<file path="src/rtl/ysyx22041405_store_unit.sv">
// Store unit: aligns store data onto byte lanes and issues it as a single
// memory write request, then waits for the write response with a timeout.
module ysyx22041405_store_unit #(
  parameter int WIDTH   = 32,
  parameter int TIMEOUT = 255
) (
  input  logic             clk,
  input  logic             rst_n,
  input  logic             st_valid,
  output logic             st_ready,
  input  logic [WIDTH-1:0] st_addr,
  input  logic [WIDTH-1:0] st_data,
  input  logic [7:0]       st_mask,
  output logic             dm_awvalid,
  input  logic             dm_awready,
  output logic [WIDTH-1:0] dm_addr,
  output logic [WIDTH-1:0] dm_wdata,
  output logic [3:0]       dm_wstrb,
  input  logic             dm_bvalid,
  input  logic             dm_bresp,
  output logic             st_done,
  output logic             st_err
);

  typedef enum logic [1:0] {
    IDLE = 2'd0,
    REQ  = 2'd1,
    RESP = 2'd2
  } state_t;

  localparam logic [7:0] TO_LIMIT = 8'(TIMEOUT);

  state_t           state_r;
  state_t           state_s;
  logic [7:0]       cnt_r;
  logic [7:0]       cnt_s;
  logic             done_s;
  logic             err_s;
  logic             accept_s;
  logic             legal_s;
  logic [3:0]       strb_s;
  logic [WIDTH-1:0] wdata_s;

  assign accept_s = st_valid & st_ready;

  // Size decode: lane replication, strobe and alignment legality.
  always_comb begin
    legal_s = 1'b0;
    strb_s  = 4'b0000;
    wdata_s = st_data;
    case (st_mask)
      8'h01: begin
        legal_s = 1'b1;
        strb_s  = 4'b0001 << st_addr[1:0];
        wdata_s = {4{st_data[7:0]}};
      end
      8'h03: begin
        legal_s = ~st_addr[0];
        strb_s  = 4'b0011 << st_addr[1:0];
        wdata_s = {2{st_data[15:0]}};
      end
      8'h0f: begin
        legal_s = (st_addr[1:0] == 2'b00);
        strb_s  = 4'b1111;
        wdata_s = st_data;
      end
      default: begin
        legal_s = 1'b0;
        strb_s  = 4'b0000;
        wdata_s = st_data;
      end
    endcase
  end

  // Next-state, timeout counter and completion status.
  always_comb begin
    state_s = state_r;
    cnt_s   = cnt_r;
    done_s  = 1'b0;
    err_s   = 1'b0;
    case (state_r)
      IDLE: begin
        if (accept_s) begin
          if (legal_s) begin
            state_s = REQ;
          end else begin
            done_s = 1'b1;
            err_s  = 1'b1;
          end
        end else begin
          state_s = IDLE;
        end
      end
      REQ: begin
        if (dm_awready) begin
          state_s = RESP;
          cnt_s   = 8'd0;
        end else begin
          state_s = REQ;
        end
      end
      RESP: begin
        if (dm_bvalid) begin
          state_s = IDLE;
          done_s  = 1'b1;
          err_s   = dm_bresp;
        end else if (cnt_r + 8'd1 == TO_LIMIT) begin
          // Response never came: give up with an error.
          state_s = IDLE;
          cnt_s   = cnt_r + 8'd1;
          done_s  = 1'b1;
          err_s   = 1'b1;
        end else begin
          cnt_s = cnt_r + 8'd1;
        end
      end
      default: begin
        state_s = IDLE;
      end
    endcase
  end

  // State, handshake outputs and request payload registers.
  always_ff @(posedge clk or negedge rst_n) begin
    if (!rst_n) begin
      state_r    <= IDLE;
      cnt_r      <= 8'd0;
      st_ready   <= 1'b1;
      dm_awvalid <= 1'b0;
      st_done    <= 1'b0;
      st_err     <= 1'b0;
      dm_addr    <= '0;
      dm_wdata   <= '0;
      dm_wstrb   <= 4'b0000;
    end else begin
      state_r    <= state_s;
      cnt_r      <= cnt_s;
      st_ready   <= (state_s == IDLE);
      dm_awvalid <= (state_s == REQ);
      st_done    <= done_s;
      st_err     <= err_s;
      if (accept_s && legal_s) begin
        dm_addr  <= {st_addr[WIDTH-1:2], 2'b00};
        dm_wdata <= wdata_s;
        dm_wstrb <= strb_s;
      end
    end
  end

endmodule

</file>
<file path="config.mk">
export PLATFORM = sky130hd
export DESIGN_NAME = ysyx22041405_store_unit
export DESIGN_NICKNAME = d
export VERILOG_FILES = /design/src/rtl/ysyx22041405_store_unit.sv
export SDC_FILE = /design/constraint.sdc
export NUM_CORES = 1
export LEC_CHECK = 0
export ABC_AREA = 1
export BUFFER_PORTS_ARGS = -buffer_cell sky130_fd_sc_hd__buf_2
export CAP_MARGIN = 5
export CORE_MARGIN = 2
export CORE_UTILIZATION = 49
export DETAILED_ROUTE_END_ITERATION = 8
export GPL_TIMING_DRIVEN = 1
export PLACE_DENSITY = 0.8
export SYNTH_ARGS = -nofsm -noshare
export SYNTH_HDL_FRONTEND = slang
export SYNTH_SLANG_ARGS = --single-unit
</file>
<file path="constraint.sdc">
create_clock -name clk -period 1.95 [get_ports clk]
set_input_delay 0.195 -clock clk [delete_from_list [all_inputs] [get_ports clk]]
set_output_delay 0.195 -clock clk [all_outputs]
set_load 0.1 [all_outputs]
</file>
==> results of run 1 <==
-- repair_timing --
| action | 4_1_cts | 5_1_grt |
|---|---|---|
| hold endpoints to repair | 25 | 0 |
| hold buffers | 1 | 0 |
| gates resized for setup | 0 | 0 |
-- registers in the layout (all words and copies together), names as in the netlist --
register,cells
cnt_r,8
dm_addr,30
dm_awvalid,1
dm_wdata,32
dm_wstrb,4
st_done,1
st_err,1
st_ready,1
state_r,2
-- cell type report --
type / instances / area [um2] / share of cell area
tap: 102 / 128 / 0.0268
multi-input combinational: 337 / 1480 / 0.310
inverter: 35 / 131 / 0.0275
sequential: 80 / 2000 / 0.420
clock buffer: 9 / 124 / 0.0260
clock inverter: 5 / 58.8 / 0.0123
timing repair buffer: 156 / 846 / 0.177
-- synthesized netlist by cell type (all sizes together) --
master	n	area share
nand3	33	0.045
nor3	1	0.0026
o22ai	6	0.0099
clkbuf	1	0.00099
inv	35	0.035
and2	1	0.0017
buf	20	0.043
conb	1	0.00099
a21oi	3	0.0040
nor2	26	0.028
o21ai	27	0.037
a22o	1	0.0023
ha	2	0.0066
or2	1	0.0017
nand4	3	0.0050
dfrtp	79	0.52
o211ai	9	0.018
dfstp	1	0.0070
nand2	222	0.23
-- per-stage QoR --
| step | instances | utilization |
|---|---|---|
| floorplan | 473 | - |
| global placement | 709 | 0.602 |
| detailed placement | 709 | 0.602 |
| CTS | 724 | 0.627 |
| global route | 724 | 0.627 |
| finish | 724 | 0.627 |
-- worst paths after layout --
path | depth (start not counted) | end
min | 3 | dm_addr[17]
max reg2reg | 10 | st_ready
max in group asynchronous | 3 | dm_addr[25]
min in group asynchronous | 2 | dm_wdata[28]
max | 10 | st_ready
min reg2reg | 2 | dm_addr[21]
-- routing by layer --
layer | track usage | vias to the layer above | part of all wire
met2 | 0.379 | 126 | 0.48
met1 | 0.307 | 1736 | 0.43
li1 | - | 1768 | -
met4 | 0.0983 | 0 | 0.027
met5 | 0 | - | 0
met3 | 0.0460 | 22 | 0.062
-- critical path: stages (launching register included) --
cell and delay [ns]:
dfrtp_1 0.43, ha_1 0.25, nand2_1 0.07, inv_1 0.04, nor2_1 0.12, nand3_1 0.10
nor2_1 0.14, nand3_1 0.12, nand2_1 0.08, nand2_1 0.06, nor2_1 0.12
-- power by group through the flow --
stage / clock network (mW) / logic (mW) / registers (mW)
finish: 1.17 / 1.44 / 1.93
global route: 1.26 / 1.52 / 1.95
CTS: 1.19 / 1.45 / 1.93
detailed placement: 0 / 1.44 / 1.96
global placement: 0 / 1.42 / 1.95
floorplan: 0 / 0.268 / 2.80
-- cells by family (layout without fill, tap and decap cells) --
logic type	after synthesis	count (layout)
simple gates	287	287
other cells	1	2
flops	80	80
compound gates	46	46
buf+inv	56	205
fa+ha+maj	2	2
==> impl_metrics.tcl, run 1 <==
set metrics [dict create \
    vias 3652 \
    rsz0062_at_grt "false" \
    holdWs_ns 0.0502 \
    clk_path_buf_depth 2 \
    core_area_um2 7610 \
    synthXorXnorAreaFrac 0 \
    leakagePower_nw 2.87 \
    area_growth_pct 26.3 \
    path_clk_slew_ns 0.08 \
    num_antenna_cells 0 \
    synth_cell_type_count 28 \
    synthAdderAreaFrac 0.00662 \
    pwr-share-seq 0.425 \
    layout_common_cells "nand2_1 (210), buf_2 (146), dfrtp_1 (79), inv_1 (34), nand3_1 (32)" \
    swShare 0.414 \
    r2r-start "cnt_r[1]" \
    dp_hpwl_um 7120 \
    cts_tree "built" \
    power_mw 4.53 \
    synth-compound-area-share 0.0709 \
    grt_max_degree 75 \
    drt_first_pass_iters 4 \
    cts_buffers 9 \
    start_util 0.497 \
    synth_seq_cells 80 \
    seq_area_frac_synth 0.530 \
    hold_start "st_addr[17]" \
    min_period_ns 1.61 \
    die_h_um 91.8 \
    dieArea_um2 8430 \
    gp_congestion 0.836 \
    switchingPower_mw 1.88 \
    wl_per_cell_um 13.1 \
    drv_cap 0 \
    antenna_left 0 \
    synth-simple-area-share 0.312 \
    finClkSkew_ns 0.00922 \
    synthesis.area_um2 3780 \
    placed_cell_area_um2 4580 \
    slew_headroom 0.509 \
    grt_pass1_vias 3411 \
    via_per_inst 5.04 \
    pre_cts_ws_ns 0.0296 \
    clockRootBuffer "clkbuf_8" \
    rows 32 \
    cp_max_fo 5 \
    critPathRequiredTime_ns 2.22 \
    grt_pass1_wl_um 15500 \
    ir_drop_mv 0.493 \
    io_buffers 147 \
    min_period_over_period 0.825 \
    htree_levels 3 \
    crit_type "reg2reg" \
    grt.overflow.total 0 \
    finalSetupViolCount 0 \
    power_density_nw_per_um2 950 \
    r2r_setup_slack_ns 0.34 \
    route.detailed.drc 0 \
    clkPwrFrac 0.258 \
    critPathLaunch "cnt_r[1]" \
    final_nets 699 \
    track_usage 0.233 \
    critPathLaunchType "register" \
    cp-end-kind "register" \
    finalMaxSlewViolations 0 \
    drive_above_1_share 0.302 \
    hold_class "in2reg" \
    synth_top_family_by_area "simple AND/OR/NAND/NOR gates" \
    setup_ws_ns 0.342 \
    ios 150 \
    syn_inst 472 \
    final_common_cell "nand2_1" \
    status "completed" \
    p_comb_frac 0.318 \
    tns_ns 0 \
    fmax_mhz 622 \
    worstPathArrival_ns 1.88 \
    hold_violations 0 \
    routed_wl_um 9500 \
    drt-initial-drc-count 183 \
    clk-insertion-delay-late_ns 0.34 \
    cts_setup_buffers 0 \
    cts_sinks 80 \
    p_int_mw 2.66 \
    tightest_slew_ns 0.737 \
    fill_cells 683 \
    antenna_found_initial 0 \
    fin_area_um2 4770 \
    die_w_um 91.8 \
    yosysWarnings 0 \
    synth.area.mux_share 0 \
    syn_avg_cell_area_um2 8.00 \
]
Power figures use the tool's default switching activity.
==> inputs of run 2 (changes only) <==
--- a/config.mk
+++ b/config.mk
@@ -9,10 +9,10 @@
 export BUFFER_PORTS_ARGS = -buffer_cell sky130_fd_sc_hd__buf_2
 export CAP_MARGIN = 5
 export CORE_MARGIN = 2
-export CORE_UTILIZATION = 49
+export CORE_UTILIZATION = 44
 export DETAILED_ROUTE_END_ITERATION = 8
 export GPL_TIMING_DRIVEN = 1
-export PLACE_DENSITY = 0.8
+export PLACE_DENSITY = 0.75
 export SYNTH_ARGS = -nofsm -noshare
 export SYNTH_HDL_FRONTEND = slang
 export SYNTH_SLANG_ARGS = --single-unit
==> constraint.sdc (replaced) <==
create_clock -name clk -period 1.45 [get_ports clk]
set_input_delay 0.145 -clock clk [delete_from_list [all_inputs] [get_ports clk]]
set_output_delay 0.145 -clock clk [all_outputs]
set_load 0.1 [all_outputs]
==> run 2 against run 1 <==
First-iteration DRC count down 2.2%. Critical path depth grew 1. The flow now finishes with violations (negative setup slack). Register-to-register slack worse by 0.38 ns. Clock power up 29%. Sequential cell count stayed put. Sequential power grew 34%. Critical path type unchanged. Hold slack worse by 0.042 ns. Final area increased by 13%.
==> impl_metrics.tcl, run 2 (synthesis gave the netlist of run 1 again) <==
set metrics [dict create \
    slowest_stage "dfrtp_1" \
    top_regs "dm_wdata (32), dm_addr (30), cnt_r (8)" \
    largest_reg_flops 32 \
    worstPathArrival_ns 1.78 \
    area_growth_pct 43.3 \
    clockRootBuffer "clkbuf_8" \
    status "finished, violations left" \
    final_nets 752 \
    power_density_nw_per_um2 1170 \
    routed_wl_um 10600 \
    violations "negative setup slack" \
    grt_max_degree 35 \
    tightest_slew_ns 0.516 \
    route.detailed.drc 0 \
    r2r-start "cnt_r[1]" \
    num_antenna_cells 0 \
    cts_tree "built" \
    finalSetupViolCount 1 \
    dp_hpwl_um 7430 \
    path_clk_slew_ns 0.09 \
    core_area_um2 8260 \
    dp.cells 732 \
    die_h_um 96.7 \
    grt.overflow.total 0 \
    cp_max_fo 3 \
    io_buffers 147 \
    rsz0062_at_grt "true" \
    antenna_found_initial 0 \
    finClkSkew_ns 0.00394 \
    hold_class "in2reg" \
    path_delay_family "simple AND/OR/NAND/NOR gates" \
    power_mw 6.33 \
    leakagePower_nw 3.15 \
    drt_first_pass_iters 4 \
    critPathRequiredTime_ns 1.74 \
    via_per_inst 4.85 \
    gp_congestion 0.930 \
    clk_path_buf_depth 2 \
    rows 33 \
    cp-end-kind "register" \
    layout_common_cells "nand2_1 (206), buf_2 (145), dfrtp_1 (78), inv_1 (32)" \
    critPathLaunchType "register" \
    track_usage 0.227 \
    vias 3791 \
    setup_ws_ns -0.0427 \
    hold_start "st_addr[16]" \
    hold_violations 0 \
    min_period_ns 1.49 \
    wl_per_cell_um 13.5 \
    final_common_cell "nand2_1" \
    grt_pass1_vias 3809 \
    fin_util 0.656 \
    finalMaxSlewViolations 0 \
    cts_sinks 80 \
    crit_type "reg2reg" \
    fill_cells 752 \
    ir_drop_mv 0.597 \
    drive_above_1_share 0.352 \
    antenna_left 0 \
    max_flop_register "dm_wdata" \
    crit_path_cell_trace "buf_6 -> nand2_4 -> nor2_4 -> nand2_1 -> nand2_1 -> nand2_2 -> nor2_4 -> nand3_2 -> nand2_1 -> nand2_2 -> nor2_2" \
    cp.buffers_inverters 1 \
    worst_path_most_repeated_cell "nand2_1" \
    crit_path_max_incr_delay_ns 0.43 \
    cts_buffers 9 \
    die_w_um 96.7 \
    fmax_mhz 670 \
    min_period_over_period 1.03 \
    fin_cells 782 \
    htree_levels 3 \
    clk-insertion-delay-late_ns 0.35 \
    dieArea_um2 9340 \
    critPathLaunch "cnt_r[1]" \
    start_util 0.457 \
    drv_cap 0 \
    slew_headroom 0.658 \
    grt_pass1_wl_um 17400 \
    ios 150 \
    tns_ns -0.0427 \
    drt-initial-drc-count 179 \
]
[run 2: cell count changes in the layout (fill, tap and decap cells not counted), sizes merged]
cell and delta:
dlygate4sd3 +27, buf +25, inv +2, bufinv -1, clkbuf +1, clkinv +1
[run 2: cell type report]
cell class / count / area, um2 / share of cell area
clock buffers: 9 / 124 / 0.0229
multi-input cells: 337 / 1590 / 0.294
repair buffers: 209 / 1370 / 0.254
clock inverters: 7 / 55.1 / 0.0102
inverters: 35 / 134 / 0.0247
flip-flops and latches: 80 / 2010 / 0.371
well taps: 105 / 131 / 0.0243
[run 2: power by group]
part	total (mW)	internal (mW)	switching [mW]
sequential	2.59	2.45	0.143
clock	1.51	0.639	0.867
combinational	2.23	0.508	1.72
[run 2: worst reg2reg max path: stages (launching register included)]
cell and delay, ns:
dfrtp_1 0.43, buf_6 0.15, nand2_4 0.06, nor2_4 0.11, nand2_1 0.08, nand2_1 0.09, nand2_2 0.08, nor2_4 0.10
nand3_2 0.09, nand2_1 0.07, nand2_2 0.07, nor2_2 0.11
[run 2: stage by stage]
stage          area (um2)  setup slack (ns)  hold WS [ns]
2_1_floorplan        3800           -0.0322        -0.151
3_3_place_gp         4780          -0.00911        0.0755
3_5_place_dp         4780           -0.0848        0.0805
4_1_cts              5310           0.00612       0.00107
5_1_grt              5410            -0.156        0.0196
6_report             5410           -0.0427       0.00799
[run 2: path summary, 6_finish.rpt]
kind	endpoint	cells after the start	slack (ns)
setup / recovery	st_ready	11	-0.04
hold / removal	dm_addr[16]	3	0.008
setup reg to reg	st_ready	11	-0.04
hold reg to reg	dm_addr[17]	2	0.47
max in group asynchronous	dm_wdata[19]	3	0.72
min in group asynchronous	dm_addr[31]	2	0.24
[run 2: what timing repair did]
item                                    CTS  global route
hold buffers                             28             0
gates cloned                              0             1
endpoints found under the setup margin    1            52
endpoints found under the hold margin    50             0
gates resized for setup                  11            22
setup buffers                             5             0
pin swaps                                 6            15
[run 2: per-layer routing]
layer  vias to the layer above  track usage  part of all wire
met5                         -            0                 0
met4                         0       0.0964             0.021
met3                        20       0.0499             0.067
met2                       141        0.374              0.49
met1                      1753        0.291              0.42
li1                       1877            -                 -
